<file path="src/rtl/keypad_pkg.sv">
// Shared keypad definitions: key code type, key constants and one-hot helper.
package keypad_pkg;

  localparam int unsigned KEY_W  = 4;
  localparam int unsigned LINE_W = 4;

  typedef logic [KEY_W-1:0] key_code_t;

  localparam key_code_t KEY_0 = 4'h0;
  localparam key_code_t KEY_1 = 4'h1;
  localparam key_code_t KEY_2 = 4'h2;
  localparam key_code_t KEY_3 = 4'h3;
  localparam key_code_t KEY_4 = 4'h4;
  localparam key_code_t KEY_5 = 4'h5;
  localparam key_code_t KEY_6 = 4'h6;
  localparam key_code_t KEY_7 = 4'h7;
  localparam key_code_t KEY_8 = 4'h8;
  localparam key_code_t KEY_9 = 4'h9;
  localparam key_code_t KEY_A = 4'hA;
  localparam key_code_t KEY_B = 4'hB;
  localparam key_code_t KEY_C = 4'hC;
  localparam key_code_t KEY_D = 4'hD;
  localparam key_code_t KEY_E = 4'hE;
  localparam key_code_t KEY_F = 4'hF;

  // True when exactly one bit of v is set; clearing the lowest set bit must leave zero.
  function automatic logic is_onehot4(input logic [LINE_W-1:0] v);
    return (v != 4'd0) && ((v & (v - 4'd1)) == 4'd0);
  endfunction

endpackage

</file>
<file path="src/rtl/keypad_map.sv">
// Combinational 4x4 keypad map: one-hot row/column contact pair -> hex key code.
// Ports:
//   r     in  row vector, one-hot, r[3] = top row
//   c     in  column vector, one-hot, c[0] = left column
//   value out key code, 0 when the pair is not valid
//   valid out r and c each exactly one-hot
module keypad_map
  import keypad_pkg::*;
(
  input  logic [LINE_W-1:0] r,
  input  logic [LINE_W-1:0] c,
  output key_code_t         value,
  output logic              valid
);

  // Decode; the table only matches one-hot pairs, so anything else falls to KEY_0.
  always_comb begin
    value = KEY_0;
    valid = is_onehot4(r) && is_onehot4(c);
    case ({r, c})
      8'b1000_0001: value = KEY_1;
      8'b1000_0010: value = KEY_2;
      8'b1000_0100: value = KEY_3;
      8'b1000_1000: value = KEY_A;
      8'b0100_0001: value = KEY_4;
      8'b0100_0010: value = KEY_5;
      8'b0100_0100: value = KEY_6;
      8'b0100_1000: value = KEY_B;
      8'b0010_0001: value = KEY_7;
      8'b0010_0010: value = KEY_8;
      8'b0010_0100: value = KEY_9;
      8'b0010_1000: value = KEY_C;
      8'b0001_0001: value = KEY_E;
      8'b0001_0010: value = KEY_0;
      8'b0001_0100: value = KEY_F;
      8'b0001_1000: value = KEY_D;
      default:      value = KEY_0;
    endcase
  end

endmodule

</file>
<file path="src/rtl/key_decoder.sv">
// Keypad key decoder: combinational decode plus registered key, validity and new-key strobe.
// Ports:
//   clk         in  system clock
//   reset       in  synchronous active-high reset
//   r, c        in  one-hot row / column vectors from the scanner
//   value       out combinational key code (qualify with valid)
//   valid       out combinational pair-is-one-hot flag
//   key_q       out last valid key code, registered
//   key_valid_q out registered valid
//   new_key     out one-cycle strobe for a newly registered key
module key_decoder
  import keypad_pkg::*;
(
  input  logic              clk,
  input  logic              reset,
  input  logic [LINE_W-1:0] r,
  input  logic [LINE_W-1:0] c,
  output key_code_t         value,
  output logic              valid,
  output key_code_t         key_q,
  output logic              key_valid_q,
  output logic              new_key
);

  keypad_map u_map (
    .r     (r),
    .c     (c),
    .value (value),
    .valid (valid)
  );

  // A key is new if the previous cycle was invalid or a different key was held.
  always_ff @(posedge clk) begin
    if (reset) begin
      key_q       <= KEY_0;
      key_valid_q <= 1'b0;
      new_key     <= 1'b0;
    end else begin
      key_valid_q <= valid;
      new_key     <= valid && (!key_valid_q || (value != key_q));
      if (valid) begin
        key_q <= value;
      end
    end
  end

endmodule

</file>
<file path="config.mk">
export PLATFORM = sky130hd
export DESIGN_NAME = key_decoder
export DESIGN_NICKNAME = d
export VERILOG_FILES = /design/src/rtl/keypad_pkg.sv /design/src/rtl/keypad_map.sv /design/src/rtl/key_decoder.sv
export SDC_FILE = /design/constraint.sdc
export NUM_CORES = 1
export LEC_CHECK = 0
export CORE_MARGIN = 2
export CORE_UTILIZATION = 44
export CTS_CLUSTER_SIZE = 20
export DETAILED_ROUTE_END_ITERATION = 12
export HOLD_SLACK_MARGIN = 0.05
export PLACE_DENSITY = 0.78
export REMOVE_ABC_BUFFERS = 1
export SYNTH_ARGS = -nofsm -noshare
export SYNTH_HDL_FRONTEND = slang
export SYNTH_HIERARCHICAL = 1
export SYNTH_SLANG_ARGS = --single-unit
</file>
<file path="constraint.sdc">
create_clock -name clk -period 3.6 [get_ports clk]
set_input_delay 1.08 -clock clk [delete_from_list [all_inputs] [get_ports clk]]
set_output_delay 1.08 -clock clk [all_outputs]
set_load 0.05 [all_outputs]
</file>
==> results.md, run 1 <==
| Step | Metric | Value |
|:---|:---|:---|
| outcome | Result of the run | finished with violations |
| outcome | Violations in the final reports | setup timing |
| floorplan | Effective utilization at floorplan | 47.3% |
| sta | Worst slew pin tran | 502 ps |
| logic synthesis | Top-area cell type share of the netlist area | 19.3% |
| sta | Number of setup violations in the final report | 3 |
| clock tree | Total number of H-tree levels | 1 |
| sta | Relative slew slack | 66.4% |
| placed design | Cells after DPL | 126 |
| clock tree | Count of clock tree sinks | 6 |
| clock tree | Clock-pin slew on the worst setup and hold paths | 50 ps |
| power | Switching part of the total | 33.5% |
| power | Worst ir drop on vdd | 0.170 mV |
| clock tree | Clock latency on the worst-skew pair | 240 ps |
| sta | Min Hold Slack | 477 ps |
| sta | Worst clock skew | 3.96 ps |
| setup path | Critical path class | in -> out |
| placed design | Final HPWL DP | 1410 µm |
| job | Count of max-cap constraint violations | 0 |
| logic synthesis | Number of enable flip-flop cells after synthesis | 0 |
| power | Power per cell area | 200 nW/µm² |
| power | Standby leakage power | 0.485 nW |
| logic synthesis | Most used standard cells in the synthesized netlist | 9 x sky130_fd_sc_hd__nor2_1, 6 x sky130_fd_sc_hd__dfxtp_1, 5 x sky130_fd_sc_hd__mux2i_1, 5 x sky130_fd_sc_hd__xnor2_1 |
| logic synthesis | Post-synthesis instance total | 79 |
| setup path | Worst setup SP type | input pin |
| floorplan | DIE AREA | 1730 µm² |
| global route | Global-route wire length before repair | 3590 µm |
| floorplan | Core Box Area | 1320 µm² |
| setup path | Biggest fanout along the worst timing path | 6 |
| sta | Max Freq | 271 MHz |
| final layout | Non-filler instance count after layout | 134 |
| drt | Initial DRC Count | 25 |
| logic synthesis | Number of warning messages in the yosys log | 6 |
| final layout | Antenna cell count | 0 |
| floorplan | Placement row count | 13 |
| drt | DRC errors left | 0 |
| sta | Crit path setup slack, layout | -87.8 ps |
| logic synthesis | Leading cell type by number of instances after synthesis | sky130_fd_sc_hd__nor2_1 |
| placed design | Count of buffers from port buffering | 20 |
| min path | Class of the worst hold path | reg -> reg |
| logic synthesis | Largest area contributor in the synthesized netlist | sky130_fd_sc_hd__dfxtp_1 |
| logic synthesis | Number of different library cells in the post-synthesis netlist | 38 |
| floorplan | X dimension of the die | 41.6 µm |
| power | Sequential Power Share | 29.1% |
| final layout | NumNets Final | 131 |
| clock tree | Cell at the root of the clock tree | sky130_fd_sc_hd__clkbuf_4 |
| logic synthesis | Main area contributors after synthesis | sky130_fd_sc_hd__dfxtp_1 19%, sky130_fd_sc_hd__mux2i_1 8.0%, sky130_fd_sc_hd__xnor2_1 7.0% |
| sta | Crit share post-route | 102% |
| sta | Number of slew-limit violations in the final report | 0 |
| global route | Number of antenna violations at the first check in global routing | 0 |
| power | Combinational Power Share | 44.9% |
| final layout | Fraction of final layout cells sized beyond drive strength 1 | 45.4% |
| global route | Overall routing resource usage | 26.3% |
| drt | Via-to-Cell Ratio | 5.78 |
| logic synthesis | Post-synthesis instance area | 623 µm² |
| drt | Count of antenna-violating nets left after detailed routing | 0 |
| global route | Vias in the first global route | 801 |
| floorplan | Boundary Pins | 21 |
| logic synthesis | Mean post-synth cell area | 7.89 µm² |
| power | Total chip power | 0.234 mW |
| drt | Routed length per instance | 17.0 µm |
| sta | Number of hold violations in the final report | 0 |
| clock tree | CTS tree | yes |
| drt | Pre-Repair DR Iteration Count | 4 |
| power | Power dissipated by switching net loads | 0.0784 mW |
| sta | Min cycle time layout | 3690 ps |
| placed design | Final GP Congestion | 0.822 |
| logic synthesis | Sequential element share of the synthesized area | 19.3% |
| final layout | Syn-to-layout area delta | 87.5% |
| floorplan | Die Height | 41.6 µm |
| sta | Setup repair after global routing missed its margin | yes |
| power | Internal power contribution | 0.155 mW |
| drt | Via count of the routed design | 775 |
| logic synthesis | Seq cells post-synth | 6 |
| setup path | Worst EP arrival | 2610 ps |
| setup path | CP Data Required Time | 2520 ps |
| drt | Total detailed-routing wirelength | 2270 µm |
| logic synthesis | Share of flip-flops with an asynchronous set or reset after synthesis | 0% |
| global route | Pin count of the biggest net entering global routing | 13 |
| setup path | Kind of capture point of the worst setup path | primary output |
| global route | Global route overflow | 0 |
| clock tree | TritonCTS Buffers | 3 |
| power | Share of total power in the clock network | 26.0% |
| logic synthesis | Dominant synthesized flop cell | sky130_fd_sc_hd__dfxtp_1 |
| clock tree | Largest buffer count on any clock path | 2 |
## kinds of logic (layout without fill, tap and decap cells)
group | after synthesis | after routing | share of synthesized area [%]
DFF | 6 | 6 | 19.3
and+or+nand+nor | 28 | 28 | 26.7
buffers and inverters | 10 | 50 | 8.63
AOI/OAI and AO/OA | 21 | 21 | 24.7
xor gates and xnor gates | 9 | 9 | 12.6
muxes | 5 | 5 | 8.03
## worst max-delay path, cell delays in order
cell	delay, ps
sky130_fd_sc_hd__clkdlybuf4s15_2	250
sky130_fd_sc_hd__buf_4	180
sky130_fd_sc_hd__xor2_1	300
sky130_fd_sc_hd__a31oi_1	140
sky130_fd_sc_hd__a311o_1	370
sky130_fd_sc_hd__o31ai_4	90
sky130_fd_sc_hd__buf_12	180
## placed cells by master, fill, tap and decap left out, types with 2 or more instances in the layout
cell	Yosys	final
sky130_fd_sc_hd__inv_1	2	2
sky130_fd_sc_hd__o32a_1	2	2
sky130_fd_sc_hd__clkdlybuf4s15_2	0	2
sky130_fd_sc_hd__clkbuf_4	0	3
sky130_fd_sc_hd__a31oi_1	2	2
sky130_fd_sc_hd__nor2b_1	3	2
sky130_fd_sc_hd__xnor2_1	5	4
sky130_fd_sc_hd__clkdlybuf4s50_1	0	7
sky130_fd_sc_hd__dlygate4sd2_1	0	2
sky130_fd_sc_hd__xor2_1	4	3
sky130_fd_sc_hd__o21ai_0	4	4
sky130_fd_sc_hd__dfxtp_1	6	6
sky130_fd_sc_hd__buf_6	1	6
sky130_fd_sc_hd__nand2_1	2	2
sky130_fd_sc_hd__buf_4	1	21
sky130_fd_sc_hd__mux2i_1	5	5
sky130_fd_sc_hd__nor2_1	9	8
sky130_fd_sc_hd__buf_12	0	5
sky130_fd_sc_hd__o211ai_1	2	2
sky130_fd_sc_hd__nor4b_4	0	2
## metrics by stage
stage | area (µm²) | setup slack, ps | utilization (%) | TNS [ps]
after CTS | 1120 | 1.84 | 84.9 | 0
after global routing | 1170 | -142 | 88.7 | -384
after detailed placement | 996 | -479 | 75.6 | -1710
after floorplan | 577 | -485 | - | -1440
after global placement | 996 | -413 | 75.6 | -1610
final | 1170 | -87.8 | 88.7 | -150
## final cells by class
cell class	count	area [µm²]
Clock buffer	3	22.5
Inverter	2	7.51
Fill cell	66	149
Sequential cell	6	120
Tap cell	15	18.8
Multi-Input combinational cell	63	554
Timing Repair Buffer	45	445
## repair_timing
| action | 4_1_cts | 5_1_grt |
|---|---|---|
| setup endpoints to repair | 5 | 4 |
| gates resized for setup | 36 | 14 |
| setup buffers | 4 | 1 |
| hold buffers | 0 | 0 |
| pin swaps | 7 | 4 |
## registers in the layout, indices dropped and copies added (netlist names)
name         count
key_q            4
key_valid_q      1
new_key          1
## power groups by stage
stage | logic [mW] | registers [mW] | clock network, mW
after floorplan | 0.0321 | 0.0723 | 0
after global placement | 0.0843 | 0.0691 | 0
after detailed placement | 0.0859 | 0.0692 | 0
after CTS | 0.0951 | 0.0679 | 0.0627
after global routing | 0.111 | 0.0680 | 0.0652
final | 0.105 | 0.0679 | 0.0607
## routing by layer
metal  share of wire [%]  wire length, µm  GRT usage [%]
met1                  41              940           32.5
met4                 1.9               44           11.6
met5                   0                0              0
met2                  51             1160           45.6
met3                 5.4              123           2.61
## path summary, 6_finish.rpt
check	startpoint	endpoint	slack, ps	cells after the start
setup reg to reg	key_q[0]	new_key	2700	3
hold reg to reg	key_valid_q	new_key	480	2
hold / removal	key_valid_q	new_key	480	2
setup / recovery	r[1]	value[1]	-90	7
No activity file was read; power rests on OpenSTA's default activity.
==> run 2, diff against run 1 <==
--- a/config.mk
+++ b/config.mk
@@ -10,6 +10,7 @@
 export CTS_CLUSTER_SIZE = 20
 export DETAILED_ROUTE_END_ITERATION = 12
 export HOLD_SLACK_MARGIN = 0.05
+export MAX_ROUTING_LAYER = met4
 export PLACE_DENSITY = 0.78
 export REMOVE_ABC_BUFFERS = 1
 export SYNTH_ARGS = -nofsm -noshare
==> run 2 against run 1 <==
  * The run still ends with setup timing left
  * Worst setup slack about the same
  * Utilization did not move
  * Final cell count unchanged
  * Worst hold slack is essentially flat
  * Global-route usage increased by 0.73 points
  * Combinational power about the same
  * Sequential power about the same
  * Critical path type unchanged
  * Critical endpoint unchanged
==> results.md, run 2 (synthesized netlist as in run 1, its figures left out) <==
| Step | Metric | Value | Change |
|:---|:---|:---|:---|
| sta | Crit path setup slack, layout | -88.3 ps | -0.489 ps |
| setup path | Delay-heaviest family, CP | buffers and inverters |  |
| power | Internal power contribution | 0.155 mW | about the same |
| power | Switching part of the total | 33.5% | about the same |
| outcome | Result of the run | finished with violations |  |
| clock tree | Clock-pin slew on the worst setup and hold paths | 50 ps | about the same |
| placed design | Final HPWL DP | 1410 µm | unchanged |
| min path | Number of cells on the worst hold path | 2 | unchanged |
| power | Worst ir drop on vdd | 0.170 mV | about the same |
| sta | Setup_tns | -158 ps | -7.45 ps |
| job | Count of max-cap constraint violations | 0 | unchanged |
| setup path | Kind of capture point of the worst setup path | primary output |  |
| floorplan | DIE AREA | 1730 µm² | unchanged |
| final layout | Largest Register | key_q |  |
| sta | Number of hold violations in the final report | 0 | unchanged |
| setup path | Sum of buffers and inverters on the critical path | 3 | unchanged |
| clock tree | CTS tree | yes |  |
| placed design | Cells after DPL | 126 | unchanged |
| global route | Global route overflow | 0 | unchanged |
| sta | Max Freq | 271 MHz | about the same |
| global route | Number of antenna violations at the first check in global routing | 0 | unchanged |
| placed design | Count of buffers from port buffering | 20 | unchanged |
| final layout | Fraction of final layout cells sized beyond drive strength 1 | 45.4% | unchanged |
| sta | Number of slew-limit violations in the final report | 0 | unchanged |
| final layout | Flip-flop count of the largest register, all copies and words added | 4 | unchanged |
| clock tree | Hold buffer count at CTS | 0 | unchanged |
| drt | Count of antenna-violating nets left after detailed routing | 0 | unchanged |
| min path | Class of the worst hold path | reg -> reg |  |
| clock tree | Largest buffer count on any clock path | 2 | unchanged |
| setup path | Worst EP arrival | 2610 ps | about the same |
| drt | DRC errors left | 0 | unchanged |
| sta | Setup repair after global routing missed its margin | yes |  |
| placed design | Area of placed instances | 996 µm² | unchanged |
| clock tree | Clock latency on the worst-skew pair | 240 ps | about the same |
| floorplan | Placement row count | 13 | unchanged |
| final layout | Antenna cell count | 0 | unchanged |
| global route | Overall routing resource usage | 27.0% | +0.73 points |
| drt | Initial DRC Count | 26 | +4.0% |
| global route | Global-route wire length before repair | 3590 µm | unchanged |
| final layout | Most frequent standard cell in the layout excluding fill and tap cells | sky130_fd_sc_hd__buf_4 |  |
| outcome | Violations in the final reports | setup timing |  |
| clock tree | Cell at the root of the clock tree | sky130_fd_sc_hd__clkbuf_4 |  |
| power | Power per cell area | 200 nW/µm² | about the same |
| power | Total chip power | 0.234 mW | about the same |
| sta | Number of setup violations in the final report | 3 | unchanged |
| setup path | Critical path class | in -> out |  |
| final layout | Top Registers | key_q (4), key_valid_q (1), new_key (1) |  |
| floorplan | X dimension of the die | 41.6 µm | unchanged |
| clock tree | Count of clock tree sinks | 6 | unchanged |
| final layout | Post-layout instance area | 1170 µm² | unchanged |
| setup path | Biggest fanout along the worst timing path | 6 | unchanged |
| setup path | Worst setup SP type | input pin |  |
| final layout | Non-filler instance count after layout | 134 | unchanged |
| power | Sequential Power Share | 29.1% | about the same |
| floorplan | Effective utilization at floorplan | 47.3% | unchanged |
| floorplan | Boundary Pins | 21 | unchanged |
| power | Standby leakage power | 0.485 nW | unchanged |
| floorplan | Die Height | 41.6 µm | unchanged |
| setup path | Worst R2R Path Depth | 3 | unchanged |
| drt | Via count of the routed design | 773 | -0.26% |
| drt | Routed length per instance | 16.9 µm | -0.53% |
| power | Combinational Power Share | 44.9% | about the same |
| placed design | Final GP Congestion | 0.834 | +1.5% |
| final layout | Most used cells in the layout excluding fill and tap cells | 21 x sky130_fd_sc_hd__buf_4, 8 x sky130_fd_sc_hd__nor2_1, 7 x sky130_fd_sc_hd__clkdlybuf4s50_1 |  |
| final layout | Syn-to-layout area delta | 87.5% | unchanged |
| sta | Worst clock skew | 4.00 ps | +0.0423 ps |
| drt | Pre-Repair DR Iteration Count | 4 | unchanged |
| sta | Min cycle time layout | 3690 ps | +0.489 ps |
| setup path | Worst-path cell with the longest stage delay | sky130_fd_sc_hd__a311o_1 |  |
| setup path | CP Data Required Time | 2520 ps | about the same |
| clock tree | TritonCTS Buffers | 3 | unchanged |
| sta | Worst slew pin tran | 502 ps | unchanged |
| global route | Vias in the first global route | 800 | -0.12% |
| power | Power dissipated by switching net loads | 0.0783 mW | -0.11% |
| drt | Via-to-Cell Ratio | 5.77 | -0.26% |
| power | Share of total power in the clock network | 26.0% | about the same |
| sta | Relative slew slack | 66.4% | unchanged |
| sta | Crit share post-route | 102% | about the same |
| setup path | Cell-by-cell trace of the critical path | clkdlybuf4s15_2, buf_4, xor2_1, a31oi_1, a311o_1, o31ai_4, buf_12 |  |
| setup path | Largest stage delay on the critical path | 370 ps | about the same |
| clock tree | Total number of H-tree levels | 1 | unchanged |
| setup path | Cell count along the critical path | 7 | unchanged |
| floorplan | Core Box Area | 1320 µm² | unchanged |
| global route | Pin count of the biggest net entering global routing | 13 | unchanged |
| drt | Total detailed-routing wirelength | 2260 µm | -0.53% |
| final layout | NumNets Final | 131 | unchanged |
| sta | Min Hold Slack | 476 ps | -0.180 ps |
==> run 2: cell counts in the layout (fill, tap and decap cells not counted) <==
No cell type changed its count.
==> run 2: power groups by stage <==
stage / clock network [mW] / registers [mW] / logic [mW]
2_1_floorplan: 0 / 0.0723 / 0.0321
3_3_place_gp: 0 / 0.0691 / 0.0843
3_5_place_dp: 0 / 0.0692 / 0.0859
4_1_cts: 0.0627 / 0.0679 / 0.0951
5_1_grt: 0.0652 / 0.0680 / 0.111
6_report: 0.0607 / 0.0679 / 0.105
==> run 2: final timing paths <==
check / slack [ps] / from / end
hold reg to reg: 480 / key_valid_q / new_key
setup / recovery: -90 / r[1] / value[1]
setup reg to reg: 2710 / key_q[1] / new_key
hold / removal: 480 / key_valid_q / new_key
==> run 2: worst min-delay path, stage by stage (launching register included) <==
cell and delay (ps):
sky130_fd_sc_hd__dfxtp_1 300, sky130_fd_sc_hd__nand2_1 50, sky130_fd_sc_hd__o21a_1 100
==> run 2: per-layer routing <==
metal  vias up  GRT usage, %  routed length, µm
met5         -             -                  0
met2        31          45.6               1160
met1       365          33.1                969
met4         0          11.6                 44
met3         6          1.74                 89
li1        371             -                  -
==> run 2: cell type report <==
type	instances	area, µm²
clock buffers	3	22.5
repair buffers	45	445
multi-input cells	63	554
well taps	15	18.8
inverters	2	7.51
fillers	66	149
flip-flops and latches	6	120
==> run 2: per-stage QoR <==
stage          worst slack (ps)  util [%]
2_1_floorplan              -485         -
3_3_place_gp               -413      75.6
3_5_place_dp               -479      75.6
4_1_cts                    1.84      84.9
5_1_grt                    -142      88.7
6_report                  -88.3      88.7
==> run 2: repair_timing <==
item                                    in CTS  in global routing
setup buffers                                4                  1
resized for setup                           36                 14
endpoints found under the setup margin       5                  4
gates cloned                                 0                  0
pin swaps                                    7                  4
endpoints found under the hold margin        0                  0
==> RTL change, RTL diff (config.mk and constraints of run 1) <==
The package constant `LINE_W` goes from 4 to 5.
--- a/src/rtl/keypad_pkg.sv
+++ b/src/rtl/keypad_pkg.sv
@@ -3,5 +3,5 @@
 
   localparam int unsigned KEY_W  = 4;
-  localparam int unsigned LINE_W = 4;
+  localparam int unsigned LINE_W = 5;
 
   typedef logic [KEY_W-1:0] key_code_t;
Interface: changed (resized c and r); port bits go from 21 to 23. The function was not compared with the original's and may differ.
==> RTL change against run 1 <==
- the run still ends with setup timing left
- wire length increased by 45%
- synthesized area increased by 17%
- sequential cell count stayed put
- global-route usage increased by 5.0 points
- power fell by 1.7%
- cell area grew 12%
- setup slack worse by 0.017 ns
- maximum frequency is 0.46% lower
- largest power group unchanged
- highest routed layer unchanged
==> RTL change: results (changes against run 1) <==
\begin{tabular}{lr}
\hline
Metric & Value \\
\hline
\multicolumn{2}{l}{\textbf{Status}} \\
\quad Status & finished, violations left \\
\quad Violated checks & setup timing \\
\multicolumn{2}{l}{\textbf{Timing}} \\
\quad Slew Limit Headroom & 0.664 (-0.000680) \\
\quad Final setup fails & 2 (-1) \\
\quad Maximum clock skew at final layout & 0.00513 ns (+0.00116 ns) \\
\quad Aggregate negative setup slack & -0.110 ns (+0.0403 ns) \\
\quad Final setup margin & -0.105 ns (-0.0170 ns) \\
\multicolumn{2}{l}{\textbf{Global route}} \\
\quad Maximum number of pins on one net before global-route repair & 10 (-3) \\
\quad Met1 track utilization from global routing & 0.346 (+0.0203) \\
\quad Grt met2 use & 0.594 (+0.138) \\
\multicolumn{2}{l}{\textbf{Synth}} \\
\quad XOR/XNOR Fraction of Synth Area & 0.120 (-0.00602) \\
\quad Proportion of synthesized area in mux cells & 0.0551 (-0.0252) \\
\quad Synthesized-area fraction occupied by ao, oa, aoi and oai cells & 0.193 (-0.0542) \\
\quad Most frequent cells after synthesis & 14 x sky130\_fd\_sc\_hd\_\_nor2\_1, 7 x sky130\_fd\_sc\_hd\_\_o21ai\_0, 6 x sky130\_fd\_sc\_hd\_\_dfxtp\_1, 6 x sky130\_fd\_sc\_hd\_\_nor3\_1 \\
\quad Number of distinct library cells after synthesis & 37 (-2.6\%) \\
\quad Cell types with the largest area share after synthesis & sky130\_fd\_sc\_hd\_\_dfxtp\_1 17\%, sky130\_fd\_sc\_hd\_\_nor2\_1 7.2\%, sky130\_fd\_sc\_hd\_\_xnor2\_1 6.0\%, sky130\_fd\_sc\_hd\_\_xor2\_1 6.0\%, sky130\_fd\_sc\_hd\_\_mux2i\_1 5.5\% \\
\multicolumn{2}{l}{\textbf{Drt}} \\
\quad Via count normalized by instance count & 6.40 (+11\%) \\
\quad Number of violations reported at the end of detailed-routing iteration 0 & 36 (+44\%) \\
\multicolumn{2}{l}{\textbf{Critical path}} \\
\quad CP max-delay cell & sky130\_fd\_sc\_hd\_\_o311ai\_1 \\
\multicolumn{2}{l}{\textbf{Placement}} \\
\quad Standard cell area after detailed placement & 0.00116 mm\^{}2 (+17\%) \\
\quad Worst setup slack after placement & -0.296 ns (+0.183 ns) \\
\quad Placer Congestion & 0.969 (+18\%) \\
\quad Half-perimeter wire length after detailed placement & 1850 um (+31\%) \\
\quad Number of port buffers & 22 (+10\%) \\
\multicolumn{2}{l}{\textbf{Power}} \\
\quad Worst voltage drop across the vdd grid & 0.174 mV (+2.2\%) \\
\hline
\end{tabular}
RTL change: changes by cell type after synthesis, sizes merged, moves of 3 or more:
cell | run 1 | this run
nor2 | 9 | 14
nor3 | 1 | 6
buf | 5 | 8
clkbuf | 3 | 0
RTL change: path summary, 6_finish.rpt:
| path | from | to | slack (ns) |
|---|---|---|---|
| max | c[2] | value[1] | -0.10 |
| min | key_valid_q | new_key | 0.50 |
| max reg2reg | key_q[1] | new_key | 2.66 |
| min reg2reg | key_valid_q | new_key | 0.50 |
RTL change: final cells by class:
type	instances	area [um^2]
clock buffers	3	22.5
fillers	85	210
inverters	2	7.51
multi-input cells	80	627
flip-flops and latches	6	120
well taps	16	20.0
repair buffers	54	517
RTL change: power breakdown:
| part | leakage, nW | switching (mW) | internal [mW] |
|---|---|---|---|
| clock | 0.0138 | 0.0276 | 0.0380 |
| combinational | 0.492 | 0.0513 | 0.0460 |
| sequential | 0.0483 | 0.000174 | 0.0668 |
| total | 0.554 | 0.0791 | 0.151 |
RTL change: what timing repair did:
action	4_1_cts	5_1_grt
buffers inserted	1	3
hold buffers	0	0
pin swaps	5	3
endpoints found under the setup margin	5	4
gates cloned	1	0
gates resized for setup	31	11
RTL change: per-layer routing:
| metal | wire length (um) | vias up |
|---|---|---|
| li1 | - | 448 |
| met1 | 1300 | 479 |
| met2 | 1550 | 80 |
| met3 | 266 | 23 |
| met4 | 182 | 0 |
| met5 | 0 | - |
RTL change: tightest hold or removal path, cell delays in order (launching register included):
cell and delay, ns:
sky130_fd_sc_hd__dfxtp_1 0.32, sky130_fd_sc_hd__nand2_1 0.06, sky130_fd_sc_hd__o21a_1 0.10
RTL change: stage by stage:
| step | cells | power, mW |
|---|---|---|
| 3_3_place_gp | 154 | 0.148 |
| 5_1_grt | 161 | 0.236 |
| 4_1_cts | 158 | 0.215 |
| 3_5_place_dp | 154 | 0.150 |
| 2_1_floorplan | 88 | 0.0971 |
| 6_report | 161 | 0.230 |
RTL change: cells by family (layout without fill, tap and decap cells):
group / count (synthesis) / after routing
DFF: 6 / 6
xor gates and xnor gates: 10 / 10
buffers and inverters: 10 / 59
and+or+nand+nor: 46 / 46
AOI/OAI and AO/OA: 20 / 20
muxes: 4 / 4
